<file path="src/rtl/monster_pkg.sv">
// Shared types and constants for the monster-jump game blocks.
// Holds the game state encoding, LFSR constants and the scroll-speed helper.
package monster_pkg;

    typedef enum logic [1:0] {
        IDLE = 2'd0,
        RUN  = 2'd1,
        OVER = 2'd2
    } state_e;

    // Taps 8,6,5,4 of a maximal-length 8-bit Fibonacci LFSR.
    localparam logic [7:0] LFSR_TAPS    = 8'hB8;
    localparam logic [7:0] DEFAULT_SEED = 8'hA5;
    localparam int         DISP_W       = 8;

    function automatic logic [7:0] lfsr_next(input logic [7:0] q);
        return {q[6:0], ^(q & LFSR_TAPS)};
    endfunction

    // Step period shrinks by one octave every 16 points, at most 8x, never below 2.
    function automatic int speed_period(input int base, input logic [7:0] score);
        int sh;
        int p;
        sh = (score[7:4] > 4'd3) ? 3 : int'(score[7:4]);
        p  = base >> sh;
        return (p < 2) ? 2 : p;
    endfunction

endpackage

</file>
<file path="src/rtl/lfsr8.sv">
// 8-bit Fibonacci LFSR (shift left, feedback into bit 0) with load-on-reset seed.
// Shared by the barrier spawner and any later pseudo-random spawners.
module lfsr8
    import monster_pkg::*;
(
    input  logic       clk,
    input  logic       rst,
    input  logic       en,
    input  logic [7:0] seed,
    output logic [7:0] q
);

    logic [7:0] r_q;

    // NOTE: sequential state is written only with non-blocking assignments so
    // every flop samples pre-edge values regardless of block ordering.
    always_ff @(posedge clk) begin
        if (rst) begin
            r_q <= seed;
        end else if (en) begin
            r_q <= lfsr_next(r_q);
        end
    end

    assign q = r_q;

endmodule

</file>
<file path="src/rtl/barrier_sched.sv">
// Barrier scroll/spawn scheduler, collision detect and score keeper for the 8x8 display.
// Optional build macro SPEEDUP_EN shortens the scroll period as the score grows.
module barrier_sched
    import monster_pkg::*;
#(
    parameter int         STEP_DIV    = 25000,
    parameter int         MIN_GAP     = 2,
    parameter int         MONSTER_COL = 6,
    parameter logic [7:0] LFSR_SEED   = DEFAULT_SEED
) (
    input  logic              clk,
    input  logic              rst,
    input  logic              start,
    input  logic              airborne,
    output logic [DISP_W-1:0] barrier,
    output logic              running,
    output logic              game_over,
    output logic [7:0]        score,
    output logic              step
);

    localparam int         DIV_W    = $clog2(STEP_DIV + 1);
    localparam logic [2:0] GAP_INIT = 3'(MIN_GAP);

    state_e            r_state;
    logic [DISP_W-1:0] r_barrier;
    logic [7:0]        r_score;
    logic [DIV_W-1:0]  r_div;
    logic [2:0]        r_gap;
    logic              r_running;
    logic              r_game_over;

    logic [7:0]        w_lfsr;
    logic              w_step;
    logic              w_hit;
    logic              w_spawn;
    logic              w_lfsr_en;
    logic              w_enter_run;
    logic [7:0]        w_score_next;
    logic [DIV_W-1:0]  w_div_last;

`ifdef SPEEDUP_EN
    localparam logic [DIV_W-1:0] DIV_FULL = DIV_W'(STEP_DIV);

    logic [DIV_W-1:0] r_period;

    // Period is latched at each step from the post-step score, so a speedup
    // takes effect from the very next scroll interval.
    always_ff @(posedge clk) begin
        if (rst || w_enter_run) begin
            r_period <= DIV_FULL;
        end else if (w_step && !w_hit) begin
            r_period <= DIV_W'(speed_period(STEP_DIV, w_score_next));
        end
    end

    assign w_div_last = r_period - 1'b1;
`else
    localparam logic [DIV_W-1:0] DIV_LAST = DIV_W'(STEP_DIV - 1);

    assign w_div_last = DIV_LAST;
`endif

    assign w_enter_run  = (r_state != RUN) && start;
    assign w_hit        = (r_state == RUN) && r_barrier[MONSTER_COL] && !airborne;
    assign w_step       = (r_state == RUN) && (r_div == w_div_last);
    assign w_spawn      = w_lfsr[0] && (r_gap >= GAP_INIT);
    assign w_lfsr_en    = w_step && !w_hit;
    assign w_score_next = (r_barrier[DISP_W-1] && (r_score != 8'hFF)) ? r_score + 8'd1 : r_score;

    lfsr8 u_lfsr (
        .clk  (clk),
        .rst  (rst),
        .en   (w_lfsr_en),
        .seed (LFSR_SEED),
        .q    (w_lfsr)
    );

    always_ff @(posedge clk) begin
        if (rst) begin
            r_state     <= IDLE;
            r_barrier   <= '0;
            r_score     <= '0;
            r_div       <= '0;
            r_gap       <= GAP_INIT;
            r_running   <= 1'b0;
            r_game_over <= 1'b0;
        end else begin
            case (r_state)
                IDLE, OVER: begin
                    // The LFSR keeps its value across games so each game differs.
                    if (start) begin
                        r_state     <= RUN;
                        r_running   <= 1'b1;
                        r_game_over <= 1'b0;
                        r_barrier   <= '0;
                        r_score     <= '0;
                        r_div       <= '0;
                        r_gap       <= GAP_INIT;
                    end
                end
                RUN: begin
                    if (w_hit) begin
                        // A hit wins over a coincident step: the playfield freezes as-is.
                        r_state     <= OVER;
                        r_running   <= 1'b0;
                        r_game_over <= 1'b1;
                        r_div       <= '0;
                    end else if (w_step) begin
                        r_div     <= '0;
                        r_barrier <= {r_barrier[DISP_W-2:0], w_spawn};
                        r_gap     <= w_spawn ? 3'd0 : ((r_gap == 3'd7) ? 3'd7 : r_gap + 3'd1);
                        r_score   <= w_score_next;
                    end else begin
                        r_div <= r_div + 1'b1;
                    end
                end
                default: begin
                    r_state     <= IDLE;
                    r_running   <= 1'b0;
                    r_game_over <= 1'b0;
                    r_div       <= '0;
                end
            endcase
        end
    end

    assign barrier   = r_barrier;
    assign running   = r_running;
    assign game_over = r_game_over;
    assign score     = r_score;
    // Decoded purely from registers, so no input reaches any output combinationally.
    assign step      = w_step;

endmodule

</file>
<file path="config.mk">
export PLATFORM = sky130hd
export DESIGN_NAME = barrier_sched
export DESIGN_NICKNAME = d
export VERILOG_FILES = /design/src/rtl/monster_pkg.sv /design/src/rtl/lfsr8.sv /design/src/rtl/barrier_sched.sv
export SDC_FILE = /design/constraint.sdc
export NUM_CORES = 1
export LEC_CHECK = 0
export ABC_AREA = 1
export CAP_MARGIN = 15
export CELL_PAD_IN_SITES_DETAIL_PLACEMENT = 1
export CELL_PAD_IN_SITES_GLOBAL_PLACEMENT = 2
export CORE_UTILIZATION = 32
export CTS_CLUSTER_DIAMETER = 40
export DETAILED_ROUTE_END_ITERATION = 10
export GPL_TIMING_DRIVEN = 0
export PLACE_DENSITY = 0.88
export SLEW_MARGIN = 10
export SYNTH_ARGS = -nofsm -noshare
export SYNTH_HDL_FRONTEND = slang
export SYNTH_HIERARCHICAL = 1
export SYNTH_SLANG_ARGS = --single-unit
</file>
<file path="constraint.sdc">
create_clock -name clk -period 1.9 [get_ports clk]
set_input_delay 0.19 -clock clk [delete_from_list [all_inputs] [get_ports clk]]
set_output_delay 0.19 -clock clk [all_outputs]
set_load 0.03 [all_outputs]
</file>
==> results.yml, run 1 <==
outcome:
  status: "complete, no violations"
finish:
  fin_cells: 460
  drive_above_1_share_pct: 11.8
  num_antenna_cells: 0
  postLayoutCoreUtil_pct: 40.9
  fin_nets: 370
  areaGrowthSynthToFinish_pct: 20.6
  design_area_mm2: 0.00284
  fill_cells: 894
floorplan:
  fp.dieH_um: 87.8
  io_pins: 23
  dieArea_mm2: 0.00770
  fp.coreArea_mm2: 0.00694
  chipWidth_um: 87.8
  initial_core_util_pct: 33.9
  fp-row-count: 30
sta:
  finalHoldViolCount: 0
  slew_violations: 0
  period_share_pct: 92.7
  setup-violations-final: 0
  tns_ns: 0
  rsz0062_at_grt: "no"
  layout_min_cycle_time_ns: 1.76
  fmax_mhz: 568
  fin_worst_skew_ns: 0.00968
  fin_hold_ws_ns: 0.482
  timing.final.ws_setup_ns: 0.139
placement:
  post-dp-hpwl_um: 4300
  dp.cells: 451
  io_buffers: 22
  place.gp.congestion: 0.768
  place_area_mm2: 0.00272
  post-place-ws_ns: -0.132
power:
  ir_drop_mv: 0.285
  finalPower_mw: 2.17
  leakagePower_nw: 1.08
  power_density_mw_per_mm2: 763
drt:
  postRouteAntennaNets: 0
  firstDrtPassIters: 4
  avgViaCountPerCell: 4.61
  num_vias: 2122
  first_iter_violations: 99
  wl_per_cell_um: 12.5
  routed_wl_um: 5730
  drc: 0
clocking:
  cts_max_path_buffers: 2
  clock-root-buffer: "clkbuf_8"
  htree_levels: 2
  cts_tree: "yes"
  clk_latency_ns: 0.31
  cts_buffers: 5
  path_clk_slew_ns: 0.09
  clock_sinks: 45
logic_synthesis:
  synth.mux.area_fraction_pct: 0
  syn-cell-area_mm2: 0.00235
  synthFlopType: "dfxtp_1"
  synth_most_common_cell: "nand2_1"
  synth_cell_type_count: 34
  synth_area_per_cell_um2: 7.20
  synth-simple-area-share_pct: 36.0
  synth_top_family_by_area: "simple AND/OR/NAND/NOR gates"
  synth_top_area_cell: "dfxtp_1"
  yosys.area_share.adder_pct: 1.59
  synth_common_cells: "95 x nand2_1, 41 x nor2_1, 37 x dfxtp_1"
  ys_async_sr_fraction_pct: 0
  synth-compound-area-share_pct: 10.4
  ys_seq_area_share_pct: 41.7
  yosysTopAreaCellShare_pct: 31.5
  synthCells: 327
  synthXorXnorAreaFrac_pct: 2.60
  synthTopCellsByArea: "dfxtp_1 31%, nand2_1 15%, edfxtp_1 10%"
  ys_ff_latch: 45
  yosysWarnings: 6
  synth_edf_count: 8
worst_setup_path:
  rrSetupSlack_ns: 0.18
  start_kind: "register"
  crit_fanout: 5
  crit_required_ns: 1.71
  reg2reg_to: "u_lfsr/q[0]"
  critPathKind: "register to output port"
  reg2reg_depth: 8
  arrival_ns: 1.57
  cp-end-kind: "output port"
  r2r-start: "r_div[0]"
job:
  max_cap_violations: 0
global_route:
  grt_use_met3_pct: 3.11
  globalRouteMet2Util_pct: 25.9
  grt_usage_pct: 16.4
  grt_pass1_vias: 2010
  gr-max-usage-layer: "met2"
  grt.overflow.total: 0
  met1_usage_pct: 22.2
  grt_start_max_net_pins: 15
  antenna_found_initial: 0
  grt_pass1_wl_um: 9720
hold_path:
  holdPathStages: 2
  min_path_type: "register to register"
  worstHoldEndpoint: "running"
  holdCritStartpoint: "running"
-- placed cells by master (no fill, tap or decap), types with 6 or more instances in the layout --
| master | netlist | routed |
|---|---|---|
| a21oi_1 | 23 | 23 |
| clkdlybuf4s50_1 | 0 | 21 |
| conb_1 | 2 | 8 |
| dfxtp_1 | 37 | 35 |
| edfxtp_1 | 8 | 8 |
| inv_1 | 27 | 27 |
| inv_2 | 6 | 6 |
| nand2_1 | 95 | 95 |
| nand2_2 | 6 | 6 |
| nand3_1 | 19 | 19 |
| nor2_1 | 41 | 41 |
| o21ai_0 | 10 | 10 |
| xor2_1 | 6 | 6 |
-- worst max-delay path, stage by stage, from the launching register on --
cell and delay (ns):
dfxtp_2 0.36, ha_2 0.20, nand2_1 0.07, inv_1 0.05, nand2_1 0.07, nor2_4 0.14
nand2_4 0.09, nor2_1 0.10, buf_4 0.17
-- cell type report --
class	instances	area [um2]	share of cell area [%]
buffer	5	41.3	1.45
tap	96	120	4.23
clock buffer	5	68.8	2.42
clock inverter	3	41.3	1.45
timing repair buffer	23	225	7.93
multi-input combinational	248	1220	43.1
inverter	35	134	4.72
sequential	45	983	34.6
-- logic make-up (layout without fill, tap and decap cells) --
group                    Yosys count  count (layout)
buffers and inverters             40              71
XOR/XNOR                           7               7
AO/OA/AOI/OAI                     43              43
other                              2               8
AND/OR/NAND/NOR                  187             187
flip-flops                        45              45
adder cells (fa/ha/maj)            3               3
-- what timing repair did --
item | CTS | global route
resized for setup | 6 | 5
hold buffers | 0 | 0
setup buffers | 1 | 0
pin swaps | 1 | 0
cloned | 0 | 0
endpoints found under the setup margin | 9 | 17
-- how the worst max path moves through the flow --
stage,startpoint,endpoint,slack [ns],cells past startpoint
6_report,r_div[0],step,0.14,8
4_1_cts,r_div[0],step,0.04,8
5_1_grt,r_div[0],step,0.02,8
2_1_floorplan,r_div[0],u_lfsr/q[0],0.22,8
3_5_place_dp,rst,r_div[12],-0.13,7
3_3_place_gp,rst,r_div[12],-0.11,7
-- layer usage --
layer / vias up / share of wire [%]
met5: - / 0
met4: 0 / 1.5
met3: 6 / 2.6
met2: 29 / 45
met1: 976 / 51
li1: 1111 / -
-- flip-flops by register name, summed over array words and instances, names as in the netlist --
name,cells
barrier,8
game_over,1
r_div,15
r_gap,3
r_state,1
running,1
score,8
u_lfsr/q,8
-- report_power, final --
| group | total [mW] | switching [mW] | leakage (nW) | internal (mW) |
|---|---|---|---|---|
| logic | 0.377 | 0.246 | 0.652 | 0.131 |
| clock network | 0.738 | 0.350 | 0.0518 | 0.388 |
| registers | 1.05 | 0.0379 | 0.380 | 1.02 |
Note: power is estimated with default switching activity, not from simulation.
==> run 2, diff against run 1 <==
Settings changed: CAP_MARGIN 15 to 20, CTS_CLUSTER_DIAMETER 40 to default.
==> results of run 2 <==
The final DEF is identical to that of run 1; final timing and power are the same.
==> run 3, diff against run 2 <==
Settings changed: SLEW_MARGIN 10 to 20.
==> results of run 3 <==
The final DEF is identical to that of run 1; final timing and power are the same.
